==> src/rtl/systolic_input_feeder.sv <==
`default_nettype none
// ---------------------------------------------------------------------------
// systolic_input_feeder: FIFO-buffered row-vector feeder for triangle skew
// arrays, appending ROWS-1 zero vectors per tile to drain the deepest lane.
// Revision: 1.0
// ---------------------------------------------------------------------------
module systolic_input_feeder #(
  parameter int ROWS       = 4,
  parameter int DATA_WIDTH = 16,
  parameter int DEPTH      = 4
) (
  input  logic                       clk,
  input  logic                       rst,
  input  logic                       in_valid,
  output logic                       in_ready,
  input  logic [ROWS*DATA_WIDTH-1:0] in_data,
  input  logic                       in_last,
  output logic                       out_enable,
  output logic [ROWS*DATA_WIDTH-1:0] out_data,
  output logic                       out_first,
  output logic                       tile_done,
  output logic                       busy
);

  localparam int VW = ROWS * DATA_WIDTH;
  localparam int PW = $clog2(DEPTH);
  localparam int CW = PW + 1;
  localparam int FW = (ROWS > 1) ? $clog2(ROWS) : 1;
  localparam logic [CW-1:0] FULL       = CW'(DEPTH);
  localparam logic [FW-1:0] FLUSH_LOAD = FW'(ROWS - 1);
  localparam bit            SINGLE_ROW = (ROWS == 1);

  typedef enum logic [1:0] {
    S_IDLE   = 2'd0,
    S_STREAM = 2'd1,
    S_FLUSH  = 2'd2
  } state_t;

  state_t          state_q, state_d;
  logic [FW-1:0]   flush_q, flush_d;
  logic [CW-1:0]   count_q;
  logic [PW-1:0]   wr_ptr_q, rd_ptr_q;
  logic [VW:0]     mem_q [DEPTH];
  logic            en_q, en_d;
  logic [VW-1:0]   data_q, data_d;
  logic            first_q, first_d;
  logic            done_q, done_d;

  logic            push;
  logic            pop;
  logic            not_empty;
  logic [VW:0]     head;
  logic            head_last;
  logic [VW-1:0]   head_data;

  assign in_ready  = (count_q != FULL) & ~rst;
  assign push      = in_valid & in_ready;
  assign not_empty = (count_q != '0);
  assign head      = mem_q[rd_ptr_q];
  assign head_last = head[VW];
  assign head_data = head[VW-1:0];

  always_comb begin
    state_d = state_q;
    flush_d = flush_q;
    en_d    = 1'b0;
    data_d  = data_q;
    first_d = 1'b0;
    done_d  = 1'b0;
    pop     = 1'b0;
    case (state_q)
      S_IDLE: begin
        data_d = '0;
        // Waiting out the tile_done cycle leaves one idle output cycle between tiles.
        if (not_empty && !done_q) begin
          pop     = 1'b1;
          en_d    = 1'b1;
          data_d  = head_data;
          first_d = 1'b1;
          state_d = S_STREAM;
        end
      end
      S_STREAM: begin
        if (not_empty) begin
          pop    = 1'b1;
          en_d   = 1'b1;
          data_d = head_data;
        end
      end
      S_FLUSH: begin
        en_d    = 1'b1;
        data_d  = '0;
        flush_d = flush_q - FW'(1);
        if (flush_q == FW'(1)) begin
          done_d  = 1'b1;
          state_d = S_IDLE;
        end
      end
      default: begin
        state_d = S_IDLE;
      end
    endcase

    if (pop && head_last) begin
      if (SINGLE_ROW) begin
        done_d  = 1'b1;
        state_d = S_IDLE;
      end else begin
        flush_d = FLUSH_LOAD;
        state_d = S_FLUSH;
      end
    end
  end

  always_ff @(posedge clk) begin
    if (rst) begin
      state_q  <= S_IDLE;
      flush_q  <= '0;
      count_q  <= '0;
      wr_ptr_q <= '0;
      rd_ptr_q <= '0;
      en_q     <= 1'b0;
      data_q   <= '0;
      first_q  <= 1'b0;
      done_q   <= 1'b0;
    end else begin
      state_q <= state_d;
      flush_q <= flush_d;
      en_q    <= en_d;
      data_q  <= data_d;
      first_q <= first_d;
      done_q  <= done_d;
      if (push) begin
        wr_ptr_q <= wr_ptr_q + PW'(1);
      end
      if (pop) begin
        rd_ptr_q <= rd_ptr_q + PW'(1);
      end
      case ({push, pop})
        2'b10:   count_q <= count_q + CW'(1);
        2'b01:   count_q <= count_q - CW'(1);
        default: count_q <= count_q;
      endcase
    end
  end

  always_ff @(posedge clk) begin
    if (push) begin
      mem_q[wr_ptr_q] <= {in_last, in_data};
    end
  end

  assign out_enable = en_q;
  assign out_data   = data_q;
  assign out_first  = first_q;
  assign tile_done  = done_q;
  assign busy       = (state_q != S_IDLE);

endmodule
`default_nettype wire

==> config.mk <==
export PLATFORM = sky130hd
export DESIGN_NAME = systolic_input_feeder
export DESIGN_NICKNAME = d
export VERILOG_FILES = /design/src/rtl/systolic_input_feeder.sv
export SDC_FILE = /design/constraint.sdc
export NUM_CORES = 1
export LEC_CHECK = 0
export BUFFER_PORTS_ARGS = -buffer_cell sky130_fd_sc_hd__buf_2
export CAP_MARGIN = 20
export CORE_MARGIN = 1.5
export CORE_UTILIZATION = 25
export DETAILED_ROUTE_END_ITERATION = 12
export HOLD_SLACK_MARGIN = 0.05
export SKIP_CTS_REPAIR_TIMING = 1
export SLEW_MARGIN = 0
export SYNTH_ARGS = -nofsm -noshare
export SYNTH_HDL_FRONTEND = slang
export SYNTH_SLANG_ARGS = --single-unit
==> constraint.sdc <==
create_clock -name clk -period 3.65 [get_ports clk]
set_input_delay 0.1825 -clock clk [delete_from_list [all_inputs] [get_ports clk]]
set_output_delay 0.1825 -clock clk [all_outputs]
set_load 0.03 [all_outputs]
# Word-level counts from Yosys, hierarchy flattened
# Memory sizes are Yosys's and may differ from the RTL's. A register that Yosys moved wholly into a read port is not among the register bits.
# Index checks and enable logic that the tools add are counted.
[totals] regBits=78 latchBits=0 ram_bits=260 romBits=0 inputBits=68 output_inout_bits=69 wordCells=68 mem_count=1
[memory_table] name="mem_q" depth=4 word_bits=65 read_ports=1 rd_clocked_by_memory_dff=1 write_ports=1 line="43" rtl="logic [VW:0] mem_q [DEPTH];"
[classes] add_sub_neg=5 n_mul=0 div_mod_pow=0 order_cmp=0 n_eq_ne=12 shift=0 n_mux=19 n_bitwise=6 n_reduce_logical=15
[op_table] operator="one-hot mux 64 bit (3 select lines)" n=1
[op_table] operator="two-way mux 64 bit" n=2
[op_table] operator="two-way mux 2 bit" n=7
[op_table] operator="!= test 3 bit, second input constant" n=3
[op_table] operator="!= test 2 bit, second input constant" n=4
[op_table] operator="equality test 2 x 1 -> 1 bit, second input constant" n=3
[op_table] operator="one-hot mux 2 bit (3 select lines)" n=1
[op_table] operator="one-hot mux 3 bit (2 select lines)" n=1
[op_table] operator="AND reduction 3 bit" n=2
[op_table] operator="nonzero test 2 bit" n=3
[op_table] operator="nonzero test 3 bit" n=2
[op_table] operator="OR reduction 2 bit" n=3
[op_table] operator="two-way mux 1 bit" n=5
[op_table] operator="adder 2 x 1 -> 2 bit, second input constant" n=2
[op_table] operator="equality test 2 bit, second input constant" n=2
[op_table] operator="inverter 1 bit" n=4
[op_table] operator="adder 3 x 1 -> 3 bit, second input constant" n=1
[op_table] operator="one-hot mux 1 bit (3 select lines)" n=1
[op_table] operator="subtractor 3 x 1 -> 3 bit, second input constant" n=1
[op_table] operator="AND 1 bit" n=2
[op_table] operator="logical AND 1 bit" n=2
[op_table] operator="logical NOT 2 bit" n=1
[op_table] operator="one-hot mux 1 bit (2 select lines)" n=1
[op_table] operator="AND reduction 2 bit" n=1
[op_table] operator="other kinds (2)" n=2

# Longest topological paths before layout
# Gate-level depths: netlist of run 1.
[depth] ltp_word=7 ltp_mapped=10 depth_no_buf=10

# Worst setup path after synthesis of run 1
# Ideal clock, no wire load.
[synth_path] path_kind="flip-flop to flip-flop" startpoint="register count_q[0]" endpoint="memory mem_q[1][0] in the netlist's numbering, enable pin" setup_time_ps=430 t_arrival_ps=2463 required_time_ps=3220 setup_slack_ps=757 path_stages_with_launch=4 path_buffers=0 period_less_slack_ps=2893 path_cell_list="dfxtp_1 nor2_1 a211oi_2 and2_1"
[synth_via] elab_chain_len=5
[synth_rtl] item="start, declared" line="41" rtl="logic [CW-1:0] count_q;"
[synth_rtl] item="start signal, assigned" line="140" rtl="2'b10: count_q <= count_q + CW'(1);"
[synth_rtl] item="start signal, assigned" line="141" rtl="2'b01: count_q <= count_q - CW'(1);"
[synth_rtl] item="start signal, assigned" line="142" rtl="default: count_q <= count_q;"
[synth_rtl] item="!= test 3 bit" line="56" rtl="assign in_ready = (count_q != FULL) & ~rst;"
[synth_rtl] item="AND 1 bit" line="56"
[synth_rtl] item="AND 1 bit" line="57" rtl="assign push = in_valid & in_ready;"
[synth_rtl] item="two-way mux 1 bit" line="148" rtl="if (push) begin"
[synth_rtl] item="two-way mux 1 bit (not written as such)" line="149" rtl="mem_q[wr_ptr_q] <= {in_last, in_data};"
[synth_rtl] item="end, declared" line="43"
# Every way passes these cells.

# Worst setup path after layout of run 1
[layout_path] startpoint="register state_q[0]" endpoint="register count_q[2]"
[layout_via] elab_chain_len=4 elab_cells_between_ends=7 cone_classes="eq/ne: 3; mux: 2; reduce/logical: 2"
[layout_rtl] item="start, declared" line="39" rtl="state_t state_q, state_d;"
[layout_rtl] item="start signal, assigned" line="127" rtl="state_q <= state_d;"
[layout_rtl] item="equality test 2 x 1 -> 1 bit / logical NOT 2 bit (equally long branches)" line="71" rtl="case (state_q)"
[layout_rtl] item="one-hot mux 1 bit (2 select lines) *" line="71"
[layout_rtl] item="via pop" line="50" rtl="logic pop;"
[layout_rtl] item="equality test 2 x 1 -> 1 bit / equality test 2 bit (equally long branches)" line="139" rtl="case ({push, pop})"
[layout_rtl] item="one-hot mux 3 bit (2 select lines) / nonzero test 2 bit (equally long branches)"
# Mark *: on every way through the listed nets, which the timed path passes. The rest lies on a longest branch.
# A chain may end at the register's enable or synchronous reset.

==> impl_metrics.csv, run 1 <==
group,metric,value,unit
run,cap_viol_max_count,0,
clock_tree,numCtsBuffers,36,
global_routing,grt_first_pass_wirelength,42300,microns
timing,min_period_over_period,68.99,%
placed_design,dpl.hpwl,17710,microns
timing,grt_setup_unrepaired,"no",
timing,tns,0,ns
floorplan,num_io_pins,137,
routing,routedWlPerCell,17.21,microns
yosys,synth_top_area_share,61.68,%
critical_path,crit_path_start,"state_q[0]",
critical_path,r2r-start,"state_q[0]",
routing,drc,0,
power_and_ir_drop,p_clk_share,30.6,%
floorplan,placementRows,82,
power_and_ir_drop,comb_power_share,26.8,%
floorplan,die_height,228.0,microns
global_routing,grt_max_degree,66,
yosys,syn_area,0.01266,sq mm
power_and_ir_drop,intPower,8061,uW
yosys,synth-warning-count,0,
timing,fin_hold_ws,0.1220,ns
clock_tree,clkSinkCount,340,
global_routing,grt_overflow_total,0,
timing,hold_viol_final,0,
global_routing,grt_antenna_before_repair,3,
critical_path,critPathMaxFanout,5,
clock_tree,htree_num_levels,2,
cells_and_area,regArea,0.009417,sq mm
yosys,ys_types,35,
global_routing,first_global_vias,6747,
power_and_ir_drop,peakVddDrop,0.4335,mV
yosys,seq_area_frac_synth,74.34,%
yosys,yosys.cell_count.top_type,"edfxtp_1",
yosys,async_reset_ff_share,0,%
critical_path,crit_slowest_cell,"fa_1",
global_routing,grt_use_total,10.67,%
clock_tree,cts_max_path_buffers,3,
critical_path,crit_type,"reg2reg",
floorplan,design.core.area,0.05007,sq mm
timing,clock-skew-final,0.01824,ns
yosys,synthTopCellsByCount,"edfxtp_1, inv_1, dfxtp_1, mux4_2, o32ai_1",
critical_path,max_stage_delay,0.37,ns
floorplan,dieWidth,228.0,microns
routing,routed_wl,27970,microns
routing,vias,6677,
routing,drt_iter0_drc,411,
yosys,synth_cells,709,
routing,viasPerCell,4.109,
worst_hold_path,hp-class,"in2reg",
clock_tree,root_buffer,"clkbuf_16",
placed_design,io_buffer_count,136,
critical_path,cp.required,4.09,ns
power_and_ir_drop,switching_share,32.06,%
cells_and_area,area_growth,26.33,%
critical_path,worstSetupEndpointType,"register",
clock_tree,insertion_delay,0.52,ns
timing,tightest_slew,1.061,ns
power_and_ir_drop,p_leak,0.005624,uW
power_and_ir_drop,p_per_area,742.0,mW/mm^2
floorplan,die-area,0.05199,sq mm
clock_tree,cts_tree,"built",
floorplan,start_util,25.28,%
timing,finalSetupViolations,0,
critical_path,cp.arrival,2.96,ns
timing,fmax,397.1,MHz
routing,ant_nets,0,
cells_and_area,drive_gt1_share,28.92,%
cells_and_area,layout.nets,1003,
routing,firstDrtPassIters,4,
cells_and_area,nFillCells,4964,
placed_design,gp_congestion,0.7226,
timing,slew_violations,0,
timing,maxSlewHeadroom,29.25,%
power_and_ir_drop,p_seq_share,42.6,%
yosys,netlist_top_cells_area,"edfxtp_1, dfxtp_1, mux4_2",
worst_hold_path,min_from,"rst",
power_and_ir_drop,p_sw,3804,uW
critical_path,critPathLaunchType,"register",
yosys,syn_area_per_cell,17.85,sq um
yosys,syn-num-nets,789,
yosys,synth.largest_area_cell,"edfxtp_1",
timing,min_period,2.518,ns
yosys,ys.flop_type,"edfxtp_1",
critical_path,cp_cell_sequence,"inv_1 > ha_1 > nor2b_1 > o21a_1 > ha_1 > inv_1 > fa_1 > xor2_1 > or3_1 > a21oi_1",
yosys,synth_edf_count,260,
clock_tree,cts.clk_slew.worst_paths,0.06,ns
yosys,ys_seq_elements,340,
cells_and_area,multiInputGateArea,0.002542,sq mm
run_status,run_status,"finished, final reports clean",
[per-stage QoR]
stage	worst slack, ns	power [uW]	area (sq um)	std cells	util [%]
final	1.132	11870	15990	1625	31.94
after global routing	0.9838	12470	15990	1625	31.94
after CTS	1.137	12000	15330	1558	30.63
after detailed placement	1.184	8334	14150	1492	28.26
after global placement	1.248	8283	14150	1492	28.26
after floorplan	0.7566	7364	12660	709	-
[area by class of cell]
type	count	share of cell area (%)
multi-input cells	194	15.90
flip-flops and latches	340	58.89
well taps	672	5.258
inverters	139	3.263
repair buffers	212	9.249
clock buffers	48	6.299
clock inverters	18	1.111
diodes	2	0.03130
[worst paths after layout]
path	end	slack [ns]	cells after the start
setup / recovery	count_q[2]	1.13	10
hold / removal	count_q[0]	0.12	2
setup reg to reg	count_q[2]	1.13	10
hold reg to reg	out_data[45]	0.47	2
[flip-flops by register name (all words and copies together) (netlist names), named ones only]
name and cells:
mem_q 260, out_data 64, count_q 3, flush_q 2
rd_ptr_q 2, state_q 2, wr_ptr_q 2, out_enable 1
out_first 1, tile_done 1
[power by group through the flow]
stage | clock (uW) | combinational [uW] | sequential, uW
2_1_floorplan | 0 | 1810 | 5550
3_3_place_gp | 0 | 3150 | 5130
3_5_place_dp | 0 | 3180 | 5150
4_1_cts | 3730 | 3190 | 5070
5_1_grt | 3870 | 3460 | 5130
6_report | 3630 | 3190 | 5050
[logic make-up after synthesis]
family          share of synthesized area, %
compound gates                         5.477
buf+inv                                5.743
xor+xnor                              0.4153
mux                                    11.64
flops                                  74.34
fa+ha+maj                              1.246
simple gates                           1.137
[layer usage]
metal	routed length (microns)	vias to the layer above	global-route usage, %	part of all wire [%]
met2	13300	139	17.27	48
met3	1256	43	2.825	4.5
met4	569	2	2.980	2.0
met1	12820	3366	14.11	46
li1	-	3127	-	-
met5	16	-	0	0.057
[cells in the final DEF (no fill, tap or decap), types with 5 or more instances in the layout]
cell,Yosys,routed
mux4_2,65,65
buf_12,0,5
a21oi_1,7,6
clkinv_1,0,6
clkbuf_1,13,7
clkbuf_16,0,37
dlygate4sd3_1,0,65
nor2_1,10,10
buf_2,5,135
ha_1,11,11
o32ai_1,64,64
inv_1,139,139
buf_4,5,7
dfxtp_1,80,78
edfxtp_1,260,260
[worst max-delay path, delay by kind of cell (launching register included)]
family / cells / cell delay [ns]
AO/OA/AOI/OAI: 2 / 0.39
XOR/XNOR: 1 / 0.16
adder cells (fa/ha/maj): 3 / 0.84
buffers and inverters: 2 / 0.18
flip-flops: 1 / 0.34
AND/OR/NAND/NOR: 2 / 0.53
Power figures use the tool's default switching activity.
==> run 2: changes to the inputs <==
==> constraint.sdc (replaced) <==
create_clock -name clk -period 2.3 [get_ports clk]
set_input_delay 0.115 -clock clk [delete_from_list [all_inputs] [get_ports clk]]
set_output_delay 0.115 -clock clk [all_outputs]
set_load 0.03 [all_outputs]
==> run 2 against run 1 <==
Effect of this change:
- hold slack lost 0.0067 ns
- power grew 64%
- global-route usage grew 0.061 points
- first-iteration DRC count shrank 20%
- register-to-register slack lost 0.99 ns
- sequential share of layout area shrank 0.97 points
- clock power grew 72%
- combinational power grew 70%
- non-clock buffer count grew 13
- sequential cell count is the same
- critical path depth is the same
- sequential power grew 55%
==> impl_metrics.csv, run 2 (synthesis results as in run 1) <==
group,metric,value,unit
run_status,run_status,"finished, final reports clean",
critical_path,cp_cell_sequence,"inv_2 > ha_1 > nor2b_4 > o21a_1 > ha_1 > inv_1 > fa_1 > xor2_1 > or3_1 > a21oi_1",
placed_design,place_worst_setup_slack,0.07470,ns
worst_hold_path,min_from,"rst",
power_and_ir_drop,p_seq_share,40.3,%
global_routing,first_global_vias,6961,
critical_path,critPathMaxFanout,4,
global_routing,grt_first_pass_wirelength,42240,microns
cells_and_area,drive_gt1_share,30.58,%
timing,hold_viol_final,0,
cells_and_area,post-route-util,32.47,%
critical_path,max_stage_delay,0.37,ns
cells_and_area,nFillCells,4951,
cells_and_area,final_cell_mix,"edfxtp_1, inv_1, buf_2",
critical_path,reg2reg_depth,10,
routing,drt_iter0_drc,328,
routing,firstDrtPassIters,4,
routing,ant_nets,0,
floorplan,placementRows,82,
power_and_ir_drop,switching_share,31.68,%
global_routing,grt_use_total,10.73,%
critical_path,crit_top_cell,"ha_1",
global_routing,grt_overflow_total,0,
timing,min_period_over_period,94.02,%
critical_path,worstSetupEndpointType,"register",
routing,routedWlPerCell,17.00,microns
timing,maxSlewHeadroom,55.93,%
power_and_ir_drop,p_leak,0.005771,uW
placed_design,gp_congestion,0.6843,
critical_path,r2r-start,"state_q[1]",
clock_tree,cts_tree,"built",
power_and_ir_drop,p_sw,6177,uW
floorplan,die-area,0.05199,sq mm
worst_hold_path,worstHoldPathCells,5,
run,cap_viol_max_count,0,
placed_design,dpl.hpwl,15770,microns
clock_tree,htree_num_levels,2,
critical_path,cp.arrival,2.62,ns
critical_path,crit_slowest_cell,"fa_1",
timing,fmax,462.4,MHz
cells_and_area,layout.nets,1018,
floorplan,die_height,228.0,microns
power_and_ir_drop,peakVddDrop,0.6728,mV
routing,drc,0,
worst_hold_path,min_to,"wr_ptr_q[1]",
timing,finalWorstSetupSlack,0.1375,ns
clock_tree,root_buffer,"clkbuf_16",
cells_and_area,top_register,"mem_q",
cells_and_area,final_cells,1641,
timing,tightest_slew,0.6610,ns
clock_tree,insertion_delay,0.54,ns
routing,viasPerCell,4.124,
power_and_ir_drop,intPower,13320,uW
power_and_ir_drop,comb_power_share,27.7,%
cells_and_area,layout_commonest_cell,"edfxtp_1",
cells_and_area,largest_reg_flops,260,
placed_design,dpl.cell_count,1505,
routing,vias,6767,
timing,grt_setup_unrepaired,"no",
floorplan,start_util,25.28,%
power_and_ir_drop,p_per_area,1200,mW/mm^2
routing,routed_wl,27900,microns
global_routing,grt_max_degree,52,
timing,fin_hold_ws,0.1153,ns
cells_and_area,area_growth,28.44,%
placed_design,io_buffer_count,136,
critical_path,cp.required,2.75,ns
global_routing,grt_antenna_before_repair,1,
timing,finalSetupViolations,0,
floorplan,design.core.area,0.05007,sq mm
timing,clock-skew-final,0.01618,ns
clock_tree,cts_max_path_buffers,3,
floorplan,num_io_pins,137,
timing,tns,0,ns
timing,min_period,2.163,ns
critical_path,worstReg2RegEnd,"count_q[2]",
critical_path,r2r_slack,0.14,ns
timing,slew_violations,0,
clock_tree,numCtsBuffers,38,
critical_path,crit_type,"reg2reg",
floorplan,dieWidth,228.0,microns
clock_tree,clkSinkCount,340,
clock_tree,cts.clk_slew.worst_paths,0.06,ns
worst_hold_path,hp-class,"in2reg",
power_and_ir_drop,p_clk_share,32.0,%
critical_path,critPathLaunchType,"register",
run 2: worst max-delay path by stage:
stage | from | end | slack [ns] | cells past startpoint
final | state_q[1] | count_q[2] | 0.14 | 10
after global placement | state_q[0] | count_q[2] | 0.1 | 10
after detailed placement | state_q[0] | count_q[2] | 0.07 | 10
after floorplan | state_q[1] | count_q[2] | 0.09 | 10
after global routing | state_q[1] | count_q[2] | 0.01 | 10
after CTS | state_q[0] | count_q[2] | 0.06 | 10
run 2: per-stage QoR:
stage	area, sq um	total power (uW)
after floorplan	12660	11680
final	16260	19500
after global routing	16260	20530
after CTS	15600	19740
after global placement	14300	13300
after detailed placement	14300	13400
run 2: metal layers:
layer  track usage, %  up-vias  wire length [microns]  share of wire, %
met5                0        -                      0                 0
li1                 -     3156                      -                 -
met3            2.938       51                   1118               4.0
met1            13.41     3436                  12470                45
met4            3.394        0                    713               2.6
met2            18.04      124                  13600                49
run 2: layout make-up:
class | instances | area, sq um | area share [%]
sequential | 340 | 9417 | 57.92
clock inverter | 18 | 201.4 | 1.239
clock buffer | 52 | 1097 | 6.750
inverter | 139 | 521.8 | 3.209
multi-input combinational | 194 | 2550 | 15.69
tap | 672 | 840.8 | 5.172
timing repair buffer | 225 | 1627 | 10.01
antenna | 1 | 2.502 | 0.01539
run 2: worst max-delay path: cells and delay by family (launching register included):
kind,cells,cell delay (ns)
buf+inv,2,0.14
compound gates,2,0.29
xor+xnor,1,0.16
flops,1,0.34
fa+ha+maj,3,0.72
simple gates,2,0.45
run 2: power groups by stage:
stage | combinational [uW] | clock, uW | sequential [uW]
final | 5410 | 6240 | 7850
after global routing | 5890 | 6690 | 7940
after global placement | 5350 | 0 | 7960
after CTS | 5420 | 6450 | 7860
after detailed placement | 5410 | 0 | 7990
after floorplan | 2880 | 0 | 8800
==> run 3: changes to the inputs <==
--- a/config.mk
+++ b/config.mk
@@ -5,6 +5,7 @@
 export SDC_FILE = /design/constraint.sdc
 export NUM_CORES = 1
 export LEC_CHECK = 0
+export ABC_AREA = 1
 export BUFFER_PORTS_ARGS = -buffer_cell sky130_fd_sc_hd__buf_2
 export CAP_MARGIN = 20
 export CORE_MARGIN = 1.5
@@ -16,3 +17,4 @@
 export SYNTH_ARGS = -nofsm -noshare
 export SYNTH_HDL_FRONTEND = slang
 export SYNTH_SLANG_ARGS = --single-unit
+export TNS_END_PERCENT = 50
==> run 3 against run 2 <==
Effect of this change:
- synthesized cell count increased by 110%
- design area up 11%
- clock-buffer cell count is 5 higher
- area after synthesis rose by 14%
- power is 12% higher
- sequential power up 0.9%
- combinational power grew 41%
- first-iteration DRC count rose by 18%
- maximum frequency rose by 7.5%
- setup slack improved by 0.15 ns
- die area up 13%
- critical path type unchanged
- critical endpoint unchanged
- largest cell class unchanged
==> impl_metrics.csv, run 3 <==
group,metric,value,unit
yosys,ys_seq_elements,340,
timing,hold_viol_final,0,
global_routing,grt_antenna_before_repair,4,
critical_path,cp.required,2.73,ns
power_and_ir_drop,p_total,21860,uW
global_routing,grt_first_pass_wirelength,53830,microns
timing,min_period,2.013,ns
timing,grt_setup_unrepaired,"no",
global_routing,grt_use_total,11.88,%
critical_path,reg2reg_depth,11,
critical_path,crit_top_cell,"nand2_1",
critical_path,cp.arrival,2.44,ns
routing,top_layer_used,"met5",
floorplan,start_util,25.40,%
critical_path,critPathLaunchType,"register",
worst_hold_path,min_to,"mem_q[1][53]",
critical_path,max_stage_delay,0.38,ns
floorplan,dieWidth,242.8,microns
timing,min_period_over_period,87.50,%
timing,slew_violations,0,
routing,routedWlPerCell,14.16,microns
clock_tree,numCtsBuffers,40,
timing,maxSlewHeadroom,39.83,%
routing,wl_met2,16290,microns
yosys,synth-warning-count,0,
critical_path,crit_slowest_cell,"fa_1",
routing,firstDrtPassIters,4,
yosys,netlist_top_cells_area,"edfxtp_1, nand2_1, dfxtp_1",
cells_and_area,final_cells,2471,
timing,fin_hold_ws,0.3171,ns
clock_tree,cts.clk_slew.worst_paths,0.06,ns
cells_and_area,layout.nets,1763,
timing,finalSetupViolations,0,
floorplan,die-area,0.05895,sq mm
placed_design,gp_congestion,0.7718,
critical_path,crit_buf_inv,2,
cells_and_area,layout_commonest_cell,"nand2_1",
routing,ant_nets,0,
routing,vias,9872,
yosys,yosys.cell_count.top_type,"nand2_1",
timing,clock-skew-final,0.01265,ns
yosys,synth_edf_count,260,
floorplan,placementRows,87,
critical_path,worstSetupEndpointType,"register",
clock_tree,cts_max_path_buffers,3,
power_and_ir_drop,peakVddDrop,0.7184,mV
yosys,synth.largest_area_cell,"edfxtp_1",
routing,routed_wl,34990,microns
floorplan,die_height,242.8,microns
yosys,synthTopCellsByCount,"nand2_1, inv_1, edfxtp_1, nand3_1, dfxtp_1",
placed_design,dpl.hpwl,20580,microns
critical_path,cp_top_family,"adder cells",
worst_hold_path,min_from,"in_data[53]",
timing,tightest_slew,0.9025,ns
yosys,async_reset_ff_share,0,%
clock_tree,htree_num_levels,2,
cells_and_area,largest_reg_flops,260,
routing,route.layer.met1.wl,16440,microns
clock_tree,clkSinkCount,340,
routing,drc,0,
critical_path,r2r_slack,0.29,ns
cells_and_area,final_cell_mix,"nand2_1, inv_1, edfxtp_1",
critical_path,worstReg2RegEnd,"count_q[2]",
critical_path,r2r-start,"state_q[1]",
global_routing,first_global_vias,9417,
yosys,seq_area_frac_synth,65.45,%
cells_and_area,nFillCells,5846,
placed_design,dpl.cell_count,2330,
routing,viasPerCell,3.995,
clock_tree,root_buffer,"clkbuf_16",
clock_tree,insertion_delay,0.54,ns
routing,wl_met3,1466,microns
yosys,syn-num-nets,1562,
critical_path,crit_type,"reg2reg",
run,cap_viol_max_count,0,
cells_and_area,area_growth,25.67,%
global_routing,grt_overflow_total,0,
worst_hold_path,hp-class,"in2reg",
run_status,run_status,"finished, final reports clean",
floorplan,design.core.area,0.05660,sq mm
yosys,syn_area,0.01438,sq mm
cells_and_area,top_register,"mem_q",
yosys,syn_area_per_cell,9.701,sq um
floorplan,num_io_pins,137,
yosys,ys.flop_type,"edfxtp_1",
critical_path,critPathMaxFanout,5,
timing,fmax,496.9,MHz
yosys,ys_types,24,
routing,drt_iter0_drc,386,
yosys,synth_cells,1482,
global_routing,grt_max_degree,99,
yosys,synth_top_area_share,54.31,%
clock_tree,cts_tree,"built",
power_and_ir_drop,p_per_area,1210,mW/mm^2
critical_path,cp_cell_sequence,"inv_1 > ha_1 > nand2_1 > nand2_1 > ha_1 > inv_1 > fa_1 > nand2_1 > nand3_1 > o21ai_0 > a21oi_1",
cells_and_area,drive_gt1_share,15.88,%
worst_hold_path,worstHoldPathCells,2,
power_and_ir_drop,p_leak,0.007781,uW
placed_design,io_buffer_count,136,
==> run 3: worst max path at each step <==
stage                    start          end  slack (ns)  depth (start not counted)
floorplan           count_q[0]  mem_q[0][0]       -0.57                          4
global placement    state_q[1]   count_q[2]        0.30                         12
detailed placement  state_q[1]   count_q[2]        0.30                         11
CTS                 state_q[1]   count_q[2]        0.28                         12
global route        state_q[0]   count_q[2]         0.1                         12
finish              state_q[1]   count_q[2]        0.29                         11
==> run 3: routing by layer <==
metal / GRT usage, % / up-vias
met5: 0 / -
met2: 20.00 / 175
li1: - / 5030
met3: 2.831 / 51
met1: 14.89 / 4612
met4: 4.019 / 4
==> run 3: area by class of cell <==
type / count / area (sq um) / share of cell area (%)
repair buffers: 228 / 1727 / 9.557
clock buffers: 57 / 1167 / 6.462
diodes: 2 / 5.005 / 0.02770
clock inverters: 15 / 160.2 / 0.8865
well taps: 756 / 945.9 / 5.236
multi-input cells: 786 / 3563 / 19.72
flip-flops and latches: 340 / 9417 / 52.12
inverters: 287 / 1081 / 5.984
==> run 3: cell families after synthesis <==
group,share of synthesized area (%)
adders and majority gates,1.097
xor gates and xnor gates,0.1219
buffers and inverters,10.06
DFF,65.45
AOI/OAI and AO/OA,2.768
and+or+nand+nor,20.50
==> run 3: power by group <==
group	total, uW	switching [uW]	internal, uW	leakage (uW)
sequential	7920	424	7490	0.00302
combinational	7610	5250	2360	0.00410
clock	6330	2450	3880	0.000657
total	21900	8130	13700	0.00778
==> run 3: stage by stage <==
stage               util (%)  area, sq um  setup slack (ns)  TNS [ns]
floorplan                  -        14390           -0.5667   -147.35
global placement       28.38        16060            0.3004         0
detailed placement     28.38        16060            0.2992         0
CTS                    30.72        17390            0.2766         0
global route           31.92        18070           0.09881         0
finish                 31.92        18070            0.2874         0
